`src/rtl/sephirot_pkg.sv`:
```
// Shared types for the register file write scheduler: FSM state enum and
// a width helper that never returns zero for degenerate sizes.
package sephirot_pkg;

   typedef enum logic [0:0] {
      RUN   = 1'b0,
      CLEAR = 1'b1
   } wr_state_t;

   // Bits needed to index n items, at least 1 so vectors stay legal for n <= 1.
   function automatic int unsigned log2w(input int unsigned n);
      return (n > 1) ? $clog2(n) : 1;
   endfunction

endpackage

```
`src/rtl/rr_conflict_picker.sv`:
```
// Combinational round-robin grant selection. Scans requesters starting at
// ptr_i, grants up to nWPORTS of them, skips any whose address collides with
// an earlier grant in the same scan, and reports which requester feeds each
// write port plus the pointer value for the next cycle.
module rr_conflict_picker
   import sephirot_pkg::*;
#(
   parameter int unsigned nREQ    = 4,
   parameter int unsigned nWPORTS = 2,
   parameter int unsigned AW      = 4,
   parameter int unsigned PW      = 2
) (
   input  logic [nREQ-1:0]       valid_i,
   input  logic [AW*nREQ-1:0]    addr_i,
   input  logic [PW-1:0]         ptr_i,
   output logic [nREQ-1:0]       grant_o,
   output logic [nWPORTS-1:0]    port_vld_o,
   output logic [nWPORTS*PW-1:0] port_sel_o,
   output logic [PW-1:0]         next_ptr_o
);

   logic [AW-1:0] addr_a [nREQ];
   int unsigned   idx;
   int unsigned   cnt;
   int unsigned   last;
   logic          hit;
   logic          any;

   for (genvar g = 0; g < nREQ; g++) begin : g_unpack
      assign addr_a[g] = addr_i[g*AW +: AW];
   end

   // Single scan in priority order; cnt is the port the next grant lands on.
   always_comb begin
      grant_o    = '0;
      port_vld_o = '0;
      port_sel_o = '0;
      idx        = 0;
      cnt        = 0;
      last       = 0;
      hit        = 1'b0;
      any        = 1'b0;
      for (int unsigned i = 0; i < nREQ; i++) begin
         idx = (32'(ptr_i) + i) % nREQ;
         if (valid_i[PW'(idx)] && (cnt < nWPORTS)) begin
            hit = 1'b0;
            for (int unsigned j = 0; j < nREQ; j++) begin
               if (grant_o[j] && (addr_a[j] == addr_a[PW'(idx)])) begin
                  hit = 1'b1;
               end
            end
            if (!hit) begin
               grant_o[PW'(idx)] = 1'b1;
               for (int unsigned p = 0; p < nWPORTS; p++) begin
                  if (p == cnt) begin
                     port_vld_o[p]          = 1'b1;
                     port_sel_o[p*PW +: PW] = PW'(idx);
                  end
               end
               cnt  = cnt + 1;
               last = idx;
               any  = 1'b1;
            end
         end
      end
      next_ptr_o = any ? PW'((last + 1) % nREQ) : ptr_i;
   end

endmodule

```
`src/rtl/regfile_wr_sched.sv`:
```
// Register file write scheduler: arbitrates nREQ write requesters onto
// nWPORTS registered write ports with a 1-cycle latency.
// Optional feature: define REGFILE_CLEAR_SWEEP_EN to build the CLEAR state,
// which zeroes the whole register file nWPORTS entries per cycle.
module regfile_wr_sched
   import sephirot_pkg::*;
#(
   parameter int unsigned MEMD    = 16,
   parameter int unsigned nREQ    = 4,
   parameter int unsigned nWPORTS = 2,
   parameter int unsigned DW      = 64
) (
   input  logic                              clk,
   input  logic                              rst,
   input  logic [nREQ-1:0]                   req_valid,
   input  logic [log2w(MEMD)*nREQ-1:0]       req_addr,
   input  logic [DW*nREQ-1:0]                req_data,
   output logic [nREQ-1:0]                   req_ready,
   input  logic                              clear,
   output logic [nWPORTS-1:0]                WEnb,
   output logic [log2w(MEMD)*nWPORTS-1:0]    WAddr,
   output logic [DW*nWPORTS-1:0]             WData,
   output logic                              busy
);

   localparam int unsigned AW = log2w(MEMD);
   localparam int unsigned PW = log2w(nREQ);

   wr_state_t             state_q, state_d;
   logic [PW-1:0]         rr_ptr_q, rr_ptr_d;
   logic [nWPORTS-1:0]    wenb_q, wenb_d;
   logic [AW*nWPORTS-1:0] waddr_q, waddr_d;
   logic [DW*nWPORTS-1:0] wdata_q, wdata_d;

   logic                  run;
   logic [nREQ-1:0]       pick_valid;
   logic [nREQ-1:0]       grant;
   logic [nWPORTS-1:0]    port_vld;
   logic [nWPORTS*PW-1:0] port_sel;
   logic [PW-1:0]         next_ptr;
   logic [AW-1:0]         addr_a [nREQ];
   logic [DW-1:0]         data_a [nREQ];

   for (genvar g = 0; g < nREQ; g++) begin : g_unpack
      assign addr_a[g] = req_addr[g*AW +: AW];
      assign data_a[g] = req_data[g*DW +: DW];
   end

   assign run        = (state_q == RUN);
   // Nothing is offered to the picker outside RUN, so the pointer holds there.
   assign pick_valid = run ? req_valid : '0;
   assign req_ready  = (run && !rst) ? grant : '0;

   rr_conflict_picker #(
      .nREQ    (nREQ),
      .nWPORTS (nWPORTS),
      .AW      (AW),
      .PW      (PW)
   ) u_picker (
      .valid_i    (pick_valid),
      .addr_i     (req_addr),
      .ptr_i      (rr_ptr_q),
      .grant_o    (grant),
      .port_vld_o (port_vld),
      .port_sel_o (port_sel),
      .next_ptr_o (next_ptr)
   );

`ifdef REGFILE_CLEAR_SWEEP_EN
   logic [AW-1:0] sweep_addr_q, sweep_addr_d;
   int unsigned   sw_a;

   assign busy = (state_q == CLEAR);

   // Sweep base address register; rst aborts any sweep in flight.
   always_ff @(posedge clk) begin
      if (rst) begin
         sweep_addr_q <= '0;
      end else begin
         sweep_addr_q <= sweep_addr_d;
      end
   end
`else
   logic unused_clear;

   assign unused_clear = clear;
   assign busy         = 1'b0;
`endif

   // Next state, pointer update and write-port staging.
   always_comb begin
      state_d  = state_q;
      rr_ptr_d = rr_ptr_q;
      wenb_d   = '0;
      waddr_d  = '0;
      wdata_d  = '0;
`ifdef REGFILE_CLEAR_SWEEP_EN
      sweep_addr_d = sweep_addr_q;
      sw_a         = 0;
`endif
      case (state_q)
         RUN: begin
            rr_ptr_d = next_ptr;
            for (int unsigned k = 0; k < nWPORTS; k++) begin
               if (port_vld[k]) begin
                  wenb_d[k]            = 1'b1;
                  waddr_d[k*AW +: AW]  = addr_a[port_sel[k*PW +: PW]];
                  wdata_d[k*DW +: DW]  = data_a[port_sel[k*PW +: PW]];
               end
            end
`ifdef REGFILE_CLEAR_SWEEP_EN
            if (clear) begin
               state_d      = CLEAR;
               sweep_addr_d = '0;
            end
`endif
         end
`ifdef REGFILE_CLEAR_SWEEP_EN
         CLEAR: begin
            // Port k zeroes sweep_addr+k; ports past the end stay idle.
            for (int unsigned k = 0; k < nWPORTS; k++) begin
               sw_a = 32'(sweep_addr_q) + k;
               if (sw_a < MEMD) begin
                  wenb_d[k]           = 1'b1;
                  waddr_d[k*AW +: AW] = AW'(sw_a);
               end
            end
            if ((32'(sweep_addr_q) + nWPORTS) >= MEMD) begin
               state_d      = RUN;
               sweep_addr_d = '0;
            end else begin
               sweep_addr_d = AW'(32'(sweep_addr_q) + nWPORTS);
            end
         end
`endif
         default: state_d = RUN;
      endcase
   end

   // State, pointer and registered write-port outputs.
   always_ff @(posedge clk) begin
      if (rst) begin
         state_q  <= RUN;
         rr_ptr_q <= '0;
         wenb_q   <= '0;
         waddr_q  <= '0;
         wdata_q  <= '0;
      end else begin
         state_q  <= state_d;
         rr_ptr_q <= rr_ptr_d;
         wenb_q   <= wenb_d;
         waddr_q  <= waddr_d;
         wdata_q  <= wdata_d;
      end
   end

   assign WEnb  = wenb_q;
   assign WAddr = waddr_q;
   assign WData = wdata_q;

endmodule

```
`config.mk`:
```
export PLATFORM = sky130hd
export DESIGN_NAME = regfile_wr_sched
export DESIGN_NICKNAME = d
export VERILOG_FILES = /design/src/rtl/sephirot_pkg.sv /design/src/rtl/rr_conflict_picker.sv /design/src/rtl/regfile_wr_sched.sv
export SDC_FILE = /design/constraint.sdc
export NUM_CORES = 1
export LEC_CHECK = 0
export CELL_PAD_IN_SITES_DETAIL_PLACEMENT = 1
export CELL_PAD_IN_SITES_GLOBAL_PLACEMENT = 2
export CORE_MARGIN = 2
export CORE_UTILIZATION = 27
export DETAILED_ROUTE_END_ITERATION = 10
export PLACE_DENSITY = 0.87
export SETUP_SLACK_MARGIN = 0.05
export SLEW_MARGIN = 10
export SYNTH_ARGS = -nofsm -noshare
export SYNTH_HDL_FRONTEND = slang
export SYNTH_SLANG_ARGS = --single-unit
```
`constraint.sdc`:
```
create_clock -name clk -period 8.15 [get_ports clk]
set_clock_uncertainty 0.05 [all_clocks]
set_input_delay 1.2225 -clock clk [delete_from_list [all_inputs] [get_ports clk]]
set_output_delay 1.2225 -clock clk [all_outputs]
set_load 0.02 [all_outputs]
```
==> out/qor.yml <==
fin_crit_sh: 0.945
hold_class: "reg -> reg"
finalHoldWorstSlack_ps: 740
hpwl_um: 40300
drcViolationCount: 0
grt_usage: 0.249
syn2layout_area_growth_pct: 43.0
post_cts_buffers: 0
r2r_start: "rr_ptr_q[0]$_SDFFE_PP0P_"
setup-tns-final_ps: 0
die-width_um: 217
start_kind: "primary input"
place_congestion: 0.917
grt_pass1_vias: 14900
ys_async_sr_fraction: 0
clock_latency_ps: 480
ant_nets: 0
drt_iter0_markers: 2055
dp.cells: 2200
final_area_um2: 17500
coreArea_um2: 45100
cts_htree_levels: 4
grt_max_degree: 87
setup_violations: 0
clockBufferDepth: 2
portBuffers: 419
fill_cells: 5125
drv_cap: 0
crit_fanout: 13
clk_pin_slew_ps: 70
arrival_ps: 6430
rsz0062_at_grt: "false"
worst_pin_slew_ps: 1090
nets: 1911
vias: 15000
dieArea_um2: 47100
seq_area_frac_synth: 0.229
clock-sinks: 140
ys_warn_count: 0
drive_gt1_frac: 0.0772
grt.overflow.total: 0
r2r_end: "WData[20]$_SDFF_PP0_"
outcome: "completed"
worstPathRequired_ps: 6880
cts_resized: 0
io_pins: 422
synth_cell_types: 75
vias_per_cell: 6.70
syn_inst: 1326
antenna_found_initial: 6
reg2reg_depth: 19
fmax_mhz: 130
place_area_um2: 16900
min_path_cells: 2
synth_edf_count: 0
stdcell_count: 2238
slew_headroom: 0.277
cts-hold-fix-buffers: 0
slew_viol_final: 0
grt_pass1_wl_um: 91800
synthFlopType: "dfxtp_1"
row_count: 78
period_needed_ps: 7700
synth_nets: 1618
drt_wl_total_um: 61300
first_pass_iters: 9
fp.dieH_um: 217
synth-seq-cells: 140
endpoint_kind: "primary output"
r2r_slack_ps: 1260
numCtsBuffers: 17
hold_viol_final: 0
cts_tree: "yes"
ctsRootBufferMaster: "clkbuf_16"
min-delay-start: "rr_ptr_q[0]$_SDFFE_PP0P_"
synth_area_um2: 12200
worstSetupPathType: "in -> out"
hold_end: "rr_ptr_q[0]$_SDFFE_PP0P_"
synth.avg_cell_area_um2: 9.23
routedWlPerCell_um: 27.4
start_util: 0.272
==> registers in the layout, summed over array words and instances (netlist names) <==
register,flops
WAddr,8
WData,128
WEnb,2
rr_ptr_q,2
==> per-stage QoR <==
step | setup slack [ps] | util
after CTS | 314 | 0.388
after global routing | 67.6 | 0.388
after detailed placement | 334 | 0.375
after global placement | 395 | 0.375
final | 448 | 0.388
after floorplan | 1810 | -
==> cell families after synthesis <==
kind of cell / after synthesis / synth area share
xor+xnor: 31 / 0.0222
buf+inv: 208 / 0.0771
other cells: 1 / 0.000306
compound gates: 641 / 0.466
fa+ha+maj: 13 / 0.0133
flops: 140 / 0.229
simple gates: 131 / 0.0574
mux: 161 / 0.134
==> cell usage in the layout, fill, tap and decap left out, drive strengths merged, types with 5 or more instances in the layout <==
cell	count
clkdlybuf4s50	419
a221o	265
mux2i	151
dfxtp	140
o22ai	137
a222oi	133
buf	52
nor2	33
nand2	28
xor2	21
clkbuf	18
a21oi	17
nor3	16
inv	16
o21ai	14
ha	13
a31oi	11
xnor2	10
a221oi	10
and2	9
mux2	8
o31ai	7
diode	6
or3	6
o211ai	6
a211oi	6
nor4	5
clkinv	5
nand4	5
==> how the worst max path moves through the flow <==
stage / startpoint / end / slack, ps
6_report: req_addr[15] / req_ready[3] / 450
5_1_grt: req_addr[15] / req_ready[3] / 70
4_1_cts: req_addr[7] / req_ready[1] / 310
3_5_place_dp: req_addr[7] / req_ready[1] / 330
3_3_place_gp: req_addr[3] / req_ready[1] / 390
2_1_floorplan: rr_ptr_q[0]$_SDFFE_PP0P_ / req_ready[3] / 1810
==> worst max-delay path, cell delays in order <==
cell	delay, ps
clkdlybuf4s50_1	720
xor2_1	200
or4_4	610
o21ai_0	210
a32oi_2	200
nand3_1	210
inv_1	90
ha_1	180
nand2_1	200
inv_2	60
or3_1	370
a221oi_1	320
o21ai_1	250
nor3_1	240
buf_4	250
o31ai_1	100
a221oi_1	340
nor2_1	70
clkdlybuf4s50_1	580
==> synthesized netlist by cell type, types with 16 or more instances <==
cell type,number,share of area
a222oi_1,133,0.11
mux2i_1,151,0.12
clkbuf_1,115,0.035
nor3_1,16,0.0065
o22ai_1,128,0.065
nor2_1,33,0.010
a221o_1,265,0.22
dfxtp_1,140,0.23
buf_2,65,0.027
xor2_1,21,0.015
nand2_1,28,0.0086
a21oi_1,16,0.0065
==> routing by layer <==
layer | GRT usage | up-vias | share of wire
met2 | 0.404 | 746 | 0.47
li1 | - | 6468 | -
met1 | 0.315 | 7677 | 0.41
met3 | 0.0632 | 102 | 0.081
met4 | 0.0991 | 2 | 0.030
met5 | 0 | - | 0.00021
==> cell type report <==
type / instances / area [µm²] / share of cell area
multi-input combinational: 978 / 8600 / 0.491
timing repair buffer: 471 / 4710 / 0.269
tap: 600 / 751 / 0.0429
antenna: 6 / 15.0 / 0.000857
sequential: 140 / 2810 / 0.160
inverter: 11 / 43.8 / 0.00250
clock inverter: 14 / 161 / 0.00922
clock buffer: 18 / 429 / 0.0245
Power is not shown: default switching activity piles up to over one toggle a cycle in this logic, so the estimate is an artifact.
